[src/rtl/tff_ctrl_pkg.sv]
// Shared definitions for the toggle flip-flop control stage: FSM encoding and divider limits.
package tff_ctrl_pkg;

  typedef enum logic {
    STOPPED = 1'b0,
    RUNNING = 1'b1
  } state_t;

  // Divider values at or below this collapse to "strobe every cycle".
  localparam int unsigned DIV_MIN = 1;

endpackage

[src/rtl/req_sync_edge.sv]
// Two-flop synchroniser for an asynchronous input followed by a rising-edge detector.
module req_sync_edge (
  input  logic clk,
  input  logic rst_n,
  input  logic async_in,
  output logic rise
);

  logic s1;
  logic s2;
  logic s3;

  // s1/s2 resolve metastability; s3 is the one-cycle delay for edge detection.
  always_ff @(posedge clk) begin
    if (!rst_n) begin
      s1 <= 1'b0;
      s2 <= 1'b0;
      s3 <= 1'b0;
    end else begin
      s1 <= async_in;
      s2 <= s1;
      s3 <= s2;
    end
  end

  assign rise = s2 & ~s3;

endmodule

[src/rtl/en_toggle_gen.sv]
// Programmable-rate enable strobe generator with a synchronised toggle request that is
// held pending and released on the next strobe.
module en_toggle_gen
  import tff_ctrl_pkg::*;
#(
  parameter int CNT_W = 32
) (
  input  logic             clk,
  input  logic             rst_n,
  input  logic             run,
  input  logic             clear,
  input  logic [CNT_W-1:0] div,
  input  logic             tog_req,
  output logic             en_out,
  output logic             toggle_out,
  output logic             tog_pending,
  output logic             tog_lost
);

  state_t           state;
  logic [CNT_W-1:0] cnt;
  logic [CNT_W-1:0] limit;
  logic             pending;
  logic             rise;
  logic             active;
  logic             strobe;

  req_sync_edge u_req_sync (
    .clk      (clk),
    .rst_n    (rst_n),
    .async_in (tog_req),
    .rise     (rise)
  );

  // Comparing with >= lets a live drop in div force an immediate strobe instead of wrapping.
  assign limit  = (div <= CNT_W'(DIV_MIN)) ? '0 : (div - CNT_W'(1));
  assign active = (state == RUNNING) && run;
  assign strobe = active && (cnt >= limit);

  always_ff @(posedge clk) begin
    if (!rst_n) begin
      state      <= STOPPED;
      cnt        <= '0;
      pending    <= 1'b0;
      en_out     <= 1'b0;
      toggle_out <= 1'b0;
      tog_lost   <= 1'b0;
    end else if (clear) begin
      cnt        <= '0;
      pending    <= 1'b0;
      en_out     <= 1'b0;
      toggle_out <= 1'b0;
      tog_lost   <= 1'b0;
    end else begin
      case (state)
        STOPPED: if (run)  state <= RUNNING;
        RUNNING: if (!run) state <= STOPPED;
        default:           state <= STOPPED;
      endcase

      if (strobe) begin
        cnt <= '0;
      end else if (active) begin
        cnt <= cnt + CNT_W'(1);
      end

      // A rise landing on a strobe edge is not released now; it becomes the next pending request.
      en_out     <= strobe;
      toggle_out <= strobe & pending;
      pending    <= rise | (pending & ~strobe);
      tog_lost   <= rise & pending & ~strobe;
    end
  end

  assign tog_pending = pending;

endmodule

[config.mk]
export PLATFORM = sky130hd
export DESIGN_NAME = en_toggle_gen
export DESIGN_NICKNAME = d
export VERILOG_FILES = /design/src/rtl/tff_ctrl_pkg.sv /design/src/rtl/req_sync_edge.sv /design/src/rtl/en_toggle_gen.sv
export SDC_FILE = /design/constraint.sdc
export NUM_CORES = 1
export LEC_CHECK = 0
export BUFFER_PORTS_ARGS = -buffer_cell sky130_fd_sc_hd__buf_2
export CAP_MARGIN = 40
export CORE_ASPECT_RATIO = 1.75
export CORE_MARGIN = 3
export CORE_UTILIZATION = 40
export DETAILED_ROUTE_END_ITERATION = 8
export PLACE_DENSITY = 0.68
export SLEW_MARGIN = 10
export SYNTH_ARGS = -nofsm -noshare
export SYNTH_HDL_FRONTEND = slang
export SYNTH_HIERARCHICAL = 1
export SYNTH_SLANG_ARGS = --single-unit
[constraint.sdc]
create_clock -name clk -period 4.65 [get_ports clk]
set_clock_uncertainty 0.05 [all_clocks]
set_input_delay 0.6975 -clock clk [delete_from_list [all_inputs] [get_ports clk]]
set_output_delay 0.6975 -clock clk [all_outputs]
set_load 0.01 [all_outputs]
==> reports/results.txt, run 1 <==
die height -> 124 um
Worst Path Max Fanout -> 16
critical path class -> in -> reg
commonest cells in the netlist -> nand2_1, nor2_1, dfxtp_1
fmax -> 240 MHz
FFs w/ async S/R, synth -> 0
Yosys warning count -> 6
total chip power -> 836 uW
TritonCTS clock tree -> done
RSZ-0062 raised after global routing -> no
fin util -> 0.473
layout cells sized above 1 -> 0.150
largest net degree at the start of global routing -> 28
Post-Syn Area -> 0.00318 mm2
FILL cells -> 782
Fin Setup TNS -> 0 ns
antenna violations before repair -> 0
routability congestion estimate -> 0.855
antenna viol nets, final -> 0
Cells after DPL -> 526
cell repeated most along the worst path -> nand2_1
crit path launch type -> primary input
Ports -> 41
slowest CP cell -> or4_1
via count -> 2855
crit path cell chain -> buf_2 -> or4_1 -> and4bb_4 -> and3_1 -> nand3b_1 -> xnor2_1 -> nand2_1 -> ha_1 -> a21oi_1 -> o21ai_0 -> a222oi_1 -> nand2_1 -> or3b_1 -> buf_4 -> nor2_1
CP arrival -> 4.34 ns
synth top area cells -> dfxtp_1, ha_1, xnor2_1, nand2_1, nor2_1
pwr dens -> 230 mW/mm2
1st-pass router iterations -> 4
clock sinks -> 40
DRC Markers -> 0
P_sw -> 196 uW
PostCTS Resize Cnt -> 0
Post-synth EDFFs -> 0
Seq/Total Area, Yosys -> 0.252
first-pass GRT wire length -> 12500 um
hold buffers post-CTS -> 0
switch share -> 0.234
logic gate share of total power -> 0.110
vias in the first global route -> 2820
core area -> 0.00767 mm2
Layout Area Growth over Synthesis -> 14.2%
Lkg Pwr -> 0.00149 uW
H-tree depth -> 2
Synth area leader -> dfxtp_1
Worst-Margin Slew -> 0.830 ns
Yosys reg bits -> 40
Die ar. -> 0.00910 mm2
Clk Latency, worst-skew pair -> 0.29 ns
most common cell in the netlist -> nand2_1
final wirelength -> 7260 um
# Max-Cap Violations -> 0
final cell count without fillers -> 534
final layout net count -> 517
synth unique cells -> 47
min Tclk post-route -> 4.17 ns
Iteration-0 DRC Markers -> 91
internal power -> 640 uW
Horiz. Die Dim -> 73.4 um
number of port buffers -> 40
worst min path class -> reg -> reg
Tcrit/Tclk final -> 0.897
Initial Utilization -> 0.414
Root Buffer -> clkbuf_16
sequential share of power -> 0.414
top cell type's share of synthesized area -> 0.252
hpwl dp -> 6020 um
syn avg cell area -> 7.93 um2
Final Max Slew Viols -> 0
final setup fails -> 0
postcts setup bufs -> 0
crit end category -> register
CP peak stage delay -> 0.62 ns
peak supply drop -> 0.136 mV
Mapped Cells -> 401
Max-slew headroom -> 0.442
WL/cell -> 13.6 um
hold slack -> 0.384 ns
Max Root-Sink Buffers -> 2
diodes inserted -> 0
Mapped Nets -> 473
Global Route Usage Sum -> 0.173
final hold viol count -> 0
area occupied by multi-input gates -> 0.00227 mm2
CTS Buf Count -> 5
clock power share -> 0.476
Congestion Overflow GR -> 0
Reg clk slew, reported paths -> 0.06 ns
Synth Flop Type -> dfxtp_1
DR vias/cell -> 5.35
Req. time, crit path -> 4.82 ns
outcome -> completed
row count -> 42
FF/Latch Area -> 801 um2
## cells by family (layout without fill, tap and decap cells)
family,Yosys count,count (layout),synth area share
flip-flops,40,40,0.252
AO/OA/AOI/OAI,32,32,0.0582
adder cells (fa/ha/maj),35,35,0.138
buffers and inverters,17,62,0.0346
AND/OR/NAND/NOR,218,218,0.354
XOR/XNOR,57,57,0.157
multiplexers,2,2,0.00630
## flip-flops by register name (all words and copies together) (netlist names)
| signal | count |
|---|---|
| cnt | 32 |
| en_out | 1 |
| state | 1 |
| tog_lost | 1 |
| tog_pending | 1 |
| toggle_out | 1 |
| u_req_sync/s1 | 1 |
| u_req_sync/s2 | 1 |
| u_req_sync/s3 | 1 |
## power groups by stage
stage	Clock, uW	Sequential [uW]	Combinational, uW
after floorplan	0	353	53.6
after global placement	0	354	89.5
after detailed placement	0	354	92.4
after CTS	411	346	92.8
after global routing	425	346	104
final	398	346	91.7
## path summary, 6_finish.rpt
path | start | end | slack [ns] | cells after the start
setup reg to reg | cnt[0] | cnt[21] | 2.23 | 9
hold reg to reg | u_req_sync/s1 | u_req_sync/s2 | 0.38 | 1
setup / recovery | div[9] | cnt[21] | 0.48 | 15
hold / removal | u_req_sync/s1 | u_req_sync/s2 | 0.38 | 1
## layer usage
layer,vias up,part of all wire,GRT usage
li1,1485,-,-
met1,1306,0.40,0.191
met2,50,0.54,0.318
met3,14,0.026,0.0178
met4,0,0.033,0.0896
met5,-,0,0
## cells in the final DEF, fill, tap and decap left out, types with 10 or more instances in the layout
| cell type | Yosys | layout |
|---|---|---|
| nand4_1 | 18 | 18 |
| nor2_1 | 60 | 60 |
| ha_1 | 35 | 35 |
| nand3_1 | 10 | 10 |
| dfxtp_1 | 40 | 40 |
| xnor2_1 | 32 | 32 |
| nand2_1 | 64 | 64 |
| xor2_1 | 25 | 25 |
| nor3_1 | 15 | 15 |
| a21oi_1 | 17 | 17 |
| buf_2 | 1 | 40 |
## stage by stage
step	worst slack, ns	instance area, um2
2_1_floorplan	0.556	3180
3_3_place_gp	0.179	3460
3_5_place_dp	0.149	3460
4_1_cts	0.452	3630
5_1_grt	0.186	3630
6_report	0.479	3630
## layout make-up
| cell class | instances | area share |
|---|---|---|
| timing repair buffer | 47 | 0.0696 |
| tap | 88 | 0.0303 |
| clock inverter | 3 | 0.0131 |
| sequential | 40 | 0.221 |
| clock buffer | 5 | 0.0345 |
| inverter | 7 | 0.00724 |
| multi-input combinational | 344 | 0.625 |
## worst max-delay path, delay by kind of cell
kind	cells	cell delay, ns
simple gates	8	2.27
fa+ha+maj	1	0.30
xor+xnor	1	0.14
buf+inv	2	0.32
compound gates	3	0.59
No activity file was read; power rests on OpenSTA's default activity.
==> inputs of run 2 (changes only) <==
Settings changed: GPL_TIMING_DRIVEN set to 0.
==> run 2 against run 1 <==
Against the previous run: sequential power about the same; global-route usage decreased by 0.28 points; non-clock buffer count increased by 3; cell area increased by 1.0%; critical path depth increased by 2; worst hold slack improved by 0.0031 ns; routed wire length increased by 0.34%; first-iteration DRC count increased by 11%; combinational power increased by 1%; maximum frequency decreased by 4.7%; clock power about the same; critical path type unchanged; highest routed layer unchanged.
==> reports/results.txt, run 2 (synthesis gave the netlist of run 1 again) <==
Worst-Margin Slew -> 0.795 ns (-0.0349 ns)
Layout Area Growth over Synthesis -> 15.4%
slowest CP cell -> or4_1
most frequent cells in the layout -> nand2_1, nor2_1, buf_2
Tcrit/Tclk final -> 0.941 (+0.0443)
final layout net count -> 520 (+0.58%)
Initial Utilization -> 0.414 (unchanged)
number of port buffers -> 40 (unchanged)
switch share -> 0.234 (-0.000427)
reg-to-reg setup timing slack -> 2.04 ns (-0.19 ns)
DR vias/cell -> 5.24 (-2.0%)
Buf+Inv Stages, Crit Path -> 4 (+2)
max reg flops -> 32 (unchanged)
hpwl dp -> 6110 um (+1.5%)
r2r worst-path depth -> 9 (unchanged)
FF/Latch Area -> 801 um2 (unchanged)
final setup fails -> 0 (unchanged)
outcome -> completed
Global Route Usage Sum -> 0.170 (-0.00283)
Congestion Overflow GR -> 0 (unchanged)
core area -> 0.00767 mm2 (unchanged)
vias in the first global route -> 2792 (-0.99%)
WP depth -> 17 (+2)
Post-Place Cell Area -> 0.00349 mm2 (+0.90%)
CTS Buf Count -> 5 (unchanged)
routability congestion estimate -> 0.826 (-3.4%)
1st-pass router iterations -> 6 (+2)
Max Root-Sink Buffers -> 2 (unchanged)
cell repeated most along the worst path -> buf_2
# Max-Cap Violations -> 0 (unchanged)
final wirelength -> 7290 um (+0.34%)
antenna viol nets, final -> 0 (unchanged)
crit path launch type -> primary input
area occupied by multi-input gates -> 0.00227 mm2 (+0.28%)
post-route cell area -> 0.00367 mm2 (+1.0%)
Iteration-0 DRC Markers -> 101 (+11%)
largest net degree at the start of global routing -> 15 (-46%)
first-pass GRT wire length -> 12200 um (-2.3%)
die height -> 124 um (unchanged)
diodes inserted -> 0 (unchanged)
clock power share -> 0.475 (about the same)
WL/cell -> 13.6 um (-0.22%)
Max-slew headroom -> 0.465 (+0.0235)
Root Buffer -> clkbuf_16
final hold viol count -> 0 (unchanged)
antenna violations before repair -> 0 (unchanged)
DRC Markers -> 0 (unchanged)
Clk Latency, worst-skew pair -> 0.29 ns (about the same)
Reg clk slew, reported paths -> 0.06 ns (about the same)
RSZ-0062 raised after global routing -> no
final cell count without fillers -> 537 (+0.56%)
layout cells sized above 1 -> 0.156 (+0.00568)
Req. time, crit path -> 4.77 ns (-0.05 ns)
clock sinks -> 40 (unchanged)
Cells after DPL -> 529 (+0.57%)
P_sw -> 196 uW (about the same)
most common library cell in the layout ignoring fill and taps -> nand2_1
peak supply drop -> 0.119 mV (-13%)
crit end category -> register
CP peak stage delay -> 0.54 ns (-0.08 ns)
min Tclk post-route -> 4.38 ns (+0.206 ns)
H-tree depth -> 2 (unchanged)
Final Max Slew Viols -> 0 (unchanged)
internal power -> 641 uW (+0.16%)
TritonCTS clock tree -> done
via count -> 2813 (-1.5%)
fmax -> 228 MHz (-4.7%)
crit path cell chain -> buf_2 -> or4_1 -> buf_6 -> nor4_4 -> and2_1 -> nand2b_1 -> xor2_1 -> or2_1 -> ha_1 -> nand2_1 -> nor4_1 -> or4b_1 -> a31oi_2 -> or3b_1 -> buf_2 -> buf_4 -> nor2_1
Worst Path Max Fanout -> 10 (-6)
sequential share of power -> 0.414 (about the same)
Die ar. -> 0.00910 mm2 (unchanged)
Ports -> 41 (unchanged)
critical path class -> in -> reg
Top reg by flops -> cnt
logic gate share of total power -> 0.111 (about the same)
pwr dens -> 228 mW/mm2 (-0.92%)
row count -> 42 (unchanged)
delay-heaviest family, CP -> simple AND/OR/NAND/NOR gates
FILL cells -> 784 (+0.26%)
Lkg Pwr -> 0.00150 uW (+0.84%)
Hold Path Stages -> 1 (unchanged)
worst min path class -> reg -> reg
hold buffers post-CTS -> 0 (unchanged)
fin util -> 0.478 (+0.00489)
Horiz. Die Dim -> 73.4 um (unchanged)
CP arrival -> 4.50 ns (+0.16 ns)
[run 2: cell count changes in the layout (fill, tap and decap cells not counted)]
cell      before  now
a31oi_1        1    0
a31oi_2        0    1
buf_2         40   41
buf_4          7    4
buf_6          0    4
clkbuf_1       0    1
[run 2: layout make-up]
class                           instances  share of cell area
Clock inverter                          3              0.0130
Timing Repair Buffer                   40              0.0546
Sequential cell                        40               0.218
Clock buffer                            5              0.0341
Inverter                                7             0.00716
Tap cell                               88              0.0300
Buffer                                 10              0.0229
Multi-Input combinational cell        344               0.620
[run 2: worst paths after layout]
| path | endpoint | from |
|---|---|---|
| worst min register to register | u_req_sync/s2 | u_req_sync/s1 |
| worst max register to register | cnt[29] | cnt[15] |
| worst min-delay path | u_req_sync/s2 | u_req_sync/s1 |
| worst max-delay path | cnt[29] | div[5] |
[run 2: power groups by stage]
stage / clock, uW / sequential, uW / combinational [uW]
after floorplan: 0 / 353 / 53.6
after global placement: 0 / 354 / 90.8
after detailed placement: 0 / 354 / 94.0
after CTS: 406 / 346 / 94.3
after global routing: 419 / 346 / 106
final: 398 / 346 / 92.9
[run 2: per-stage QoR]
step                      total power, uW  hold WS [ns]  setup slack, ns  TNS [ns]
after global routing                  871         0.410           0.0345         0
after detailed placement              448         0.371          -0.0598     -1.32
final                                 837         0.387            0.272         0
after floorplan                       407         0.356            0.556         0
after CTS                             847         0.392            0.219         0
after global placement                444         0.366          -0.0656     -1.57
[run 2: metal layers]
layer | vias to the layer above | GRT usage | share of wire
li1 | 1485 | - | -
met3 | 17 | 0.0162 | 0.026
met2 | 48 | 0.318 | 0.55
met4 | 0 | 0.0986 | 0.039
met1 | 1263 | 0.179 | 0.39
met5 | - | 0 | 0
[run 2: what timing repair did]
item                                    4_1_cts  5_1_grt
gates resized for setup                       0        1
setup buffers                                 0        0
endpoints found under the setup margin        0        2
[run 2: worst reg2reg max path: stages (launching register included)]
cell and delay (ns):
dfxtp_1 0.34, ha_1 0.31, nand2_1 0.10, nor4_1 0.38, or4b_1 0.49, a31oi_2 0.27
or3b_1 0.14, buf_2 0.17, buf_4 0.20, nor2_1 0.06
==> inputs of run 3 (changes only) <==
--- a/config.mk
+++ b/config.mk
@@ -10,8 +10,8 @@
 export CORE_ASPECT_RATIO = 1.75
 export CORE_MARGIN = 3
-export CORE_UTILIZATION = 40
+export CORE_UTILIZATION = 30
 export DETAILED_ROUTE_END_ITERATION = 8
 export GPL_TIMING_DRIVEN = 0
-export PLACE_DENSITY = 0.68
+export PLACE_DENSITY = 0.56
 export SLEW_MARGIN = 10
 export SYNTH_ARGS = -nofsm -noshare
==> constraint.sdc (replaced) <==
create_clock -name clk -period 4.65 [get_ports clk]
set_clock_uncertainty 0.05 [all_clocks]
set_input_delay 0.465 -clock clk [delete_from_list [all_inputs] [get_ports clk]]
set_output_delay 0.465 -clock clk [all_outputs]
set_load 0.01 [all_outputs]
==> run 3 against run 2 <==
Against the previous run: die area rose by 31%; cell area is 0.20% higher; first-iteration DRC count rose by 41%; routed wire length up 5.8%; sequential cell count did not move; sequential share of layout area barely moved; power is 8.3% lower; clock-buffer cell count is the same; non-clock buffer count unchanged; core utilization is 12 points lower; setup slack better by 0.12 ns; clock power down 18%; critical path type unchanged.
==> reports/results.txt, run 3 (synthesis gave the netlist of run 1 again) <==
Worst-Margin Slew -> 0.796 ns (+0.000827 ns)
crit path launch type -> primary input
Worst Path Max Fanout -> 10 (unchanged)
pwr dens -> 209 mW/mm2 (-8.5%)
Layout Area Growth over Synthesis -> 15.6%
fmax -> 235 MHz (+2.9%)
Ports -> 41 (unchanged)
Req. time, crit path -> 4.77 ns (about the same)
Max-slew headroom -> 0.465 (-0.000556)
Hold Path Stages -> 2 (+1)
Final Max Slew Viols -> 0 (unchanged)
most frequent cells in the layout -> nand2_1, nor2_1, buf_2
uppermost routed layer -> met4
Clk Latency, worst-skew pair -> 0.28 ns (about the same)
die height -> 142 um (+15%)
Top reg by flops -> cnt
met2 wire length -> 4180 um (+4.7%)
min Tclk post-route -> 4.25 ns (-0.123 ns)
row count -> 49 (+17%)
PostCTS Resize Cnt -> 0 (unchanged)
Congestion Overflow GR -> 0 (unchanged)
DR vias/cell -> 4.85 (-7.4%)
Worst Hold End -> u_req_sync/s1
1st-pass router iterations -> 4 (-2)
Worst R2R End -> cnt[28]
fin util -> 0.357 (-0.121)
met3 wire len -> 184 um (-3.2%)
r2r worst-path depth -> 9 (unchanged)
layout cells sized above 1 -> 0.152 (-0.00412)
final layout net count -> 520 (unchanged)
CTS Buf Count -> 5 (unchanged)
Fin Setup TNS -> 0 ns (unchanged)
vias in the first global route -> 2873 (+2.9%)
CP arrival -> 4.37 ns (-0.13 ns)
final wirelength -> 7710 um (+5.8%)
Horiz. Die Dim -> 83.8 um (+14%)
WL/cell -> 13.4 um (-1.2%)
number of port buffers -> 40 (unchanged)
Root Buffer -> clkbuf_16
outcome -> completed
M1 wire length -> 3180 um (+13%)
hold path start -> tog_req
crit end category -> register
core area -> 0.0103 mm2 (+34%)
routability congestion estimate -> 0.844 (+2.2%)
worst min path class -> in -> reg
Lkg Pwr -> 0.00149 uW (-1.2%)
Reg clk slew, reported paths -> 0.06 ns (about the same)
most common library cell in the layout ignoring fill and taps -> nand2_1
via count -> 2790 (-0.82%)
reg-to-reg startpoint -> cnt[15]
Die ar. -> 0.0119 mm2 (+31%)
Global Route Usage Sum -> 0.134 (-0.0361)
largest net degree at the start of global routing -> 13 (-2)
final setup fails -> 0 (unchanged)
peak supply drop -> 0.122 mV (+3.2%)
postcts setup bufs -> 0 (unchanged)
hold buffers post-CTS -> 0 (unchanged)
final hold viol count -> 0 (unchanged)
first-pass GRT wire length -> 13200 um (+8.2%)
hpwl dp -> 6550 um (+7.1%)
TritonCTS clock tree -> done
Iteration-0 DRC Markers -> 142 (+41%)
reg-to-reg setup timing slack -> 1.96 ns (-0.08 ns)
antenna violations before repair -> 0 (unchanged)
Max Root-Sink Buffers -> 2 (unchanged)
DRC Markers -> 0 (unchanged)
max reg flops -> 32 (unchanged)
# Max-Cap Violations -> 0 (unchanged)
FILL cells -> 1119 (+43%)
clock sinks -> 40 (unchanged)
Initial Utilization -> 0.309 (-0.106)
H-tree depth -> 2 (unchanged)
diodes inserted -> 0 (unchanged)
Tcrit/Tclk final -> 0.915 (-0.0266)
critical path class -> in -> reg
RSZ-0062 raised after global routing -> no
antenna viol nets, final -> 0 (unchanged)
## run 3: cell count changes in the layout (fill, tap and decap cells not counted)
cell,change
a31oi_2,-1
a31oi_1,+1
clkinvlp_4,+1
clkinv_2,+1
bufinv_16,-1
clkinv_4,-2
## run 3: worst max path at each step
stage	slack (ns)	start	endpoint	cells past startpoint
detailed placement	0.12	div[3]	cnt[30]	17
global placement	0.12	div[3]	cnt[31]	17
finish	0.40	div[3]	cnt[28]	17
CTS	0.39	div[3]	cnt[30]	17
global route	0.16	div[8]	cnt[25]	17
floorplan	0.79	div[5]	cnt[25]	16
## run 3: report_power, final
group,internal [uW],switching (uW)
clock network,195,133
logic,41.4,51.7
registers,345,1.28
total,581,186
## run 3: per-stage QoR
stage          cells  area (um2)  total power (uW)  setup WS (ns)  hold WS [ns]
6_report         575        3680               767          0.396         0.346
2_1_floorplan    401        3180               407          0.788         0.356
5_1_grt          575        3680               798          0.161         0.367
3_5_place_dp     568        3540               448          0.122         0.365
3_3_place_gp     568        3540               445          0.117         0.370
4_1_cts          575        3680               774          0.392         0.351
## run 3: per-layer routing
layer  GRT usage  vias to the layer above
li1            -                     1487
met1       0.145                     1258
met2       0.263                       36
met3     0.00985                        9
met4      0.0568                        0
met5           0                        -
## run 3: final cells by class
cell class | count | area [um2] | share of cell area
clock buffers | 5 | 125 | 0.0340
flip-flops and latches | 40 | 801 | 0.218
inverters | 7 | 26.3 | 0.00715
clock inverters | 2 | 12.5 | 0.00340
multi-input cells | 344 | 2270 | 0.617
repair buffers | 40 | 200 | 0.0545
plain buffers | 10 | 83.8 | 0.0228
well taps | 127 | 159 | 0.0432
## run 3: critical path, stage by stage
cell,delay [ns]
buf_2,0.12
or4_1,0.52
buf_6,0.16
nor4_4,0.29
and2_1,0.24
nand2b_1,0.08
xor2_1,0.13
or2_1,0.21
ha_1,0.29
nand2_1,0.08
nor4_1,0.32
or4b_1,0.48
a31oi_1,0.36
or3b_1,0.17
buf_2,0.17
buf_4,0.20
nor2_1,0.06
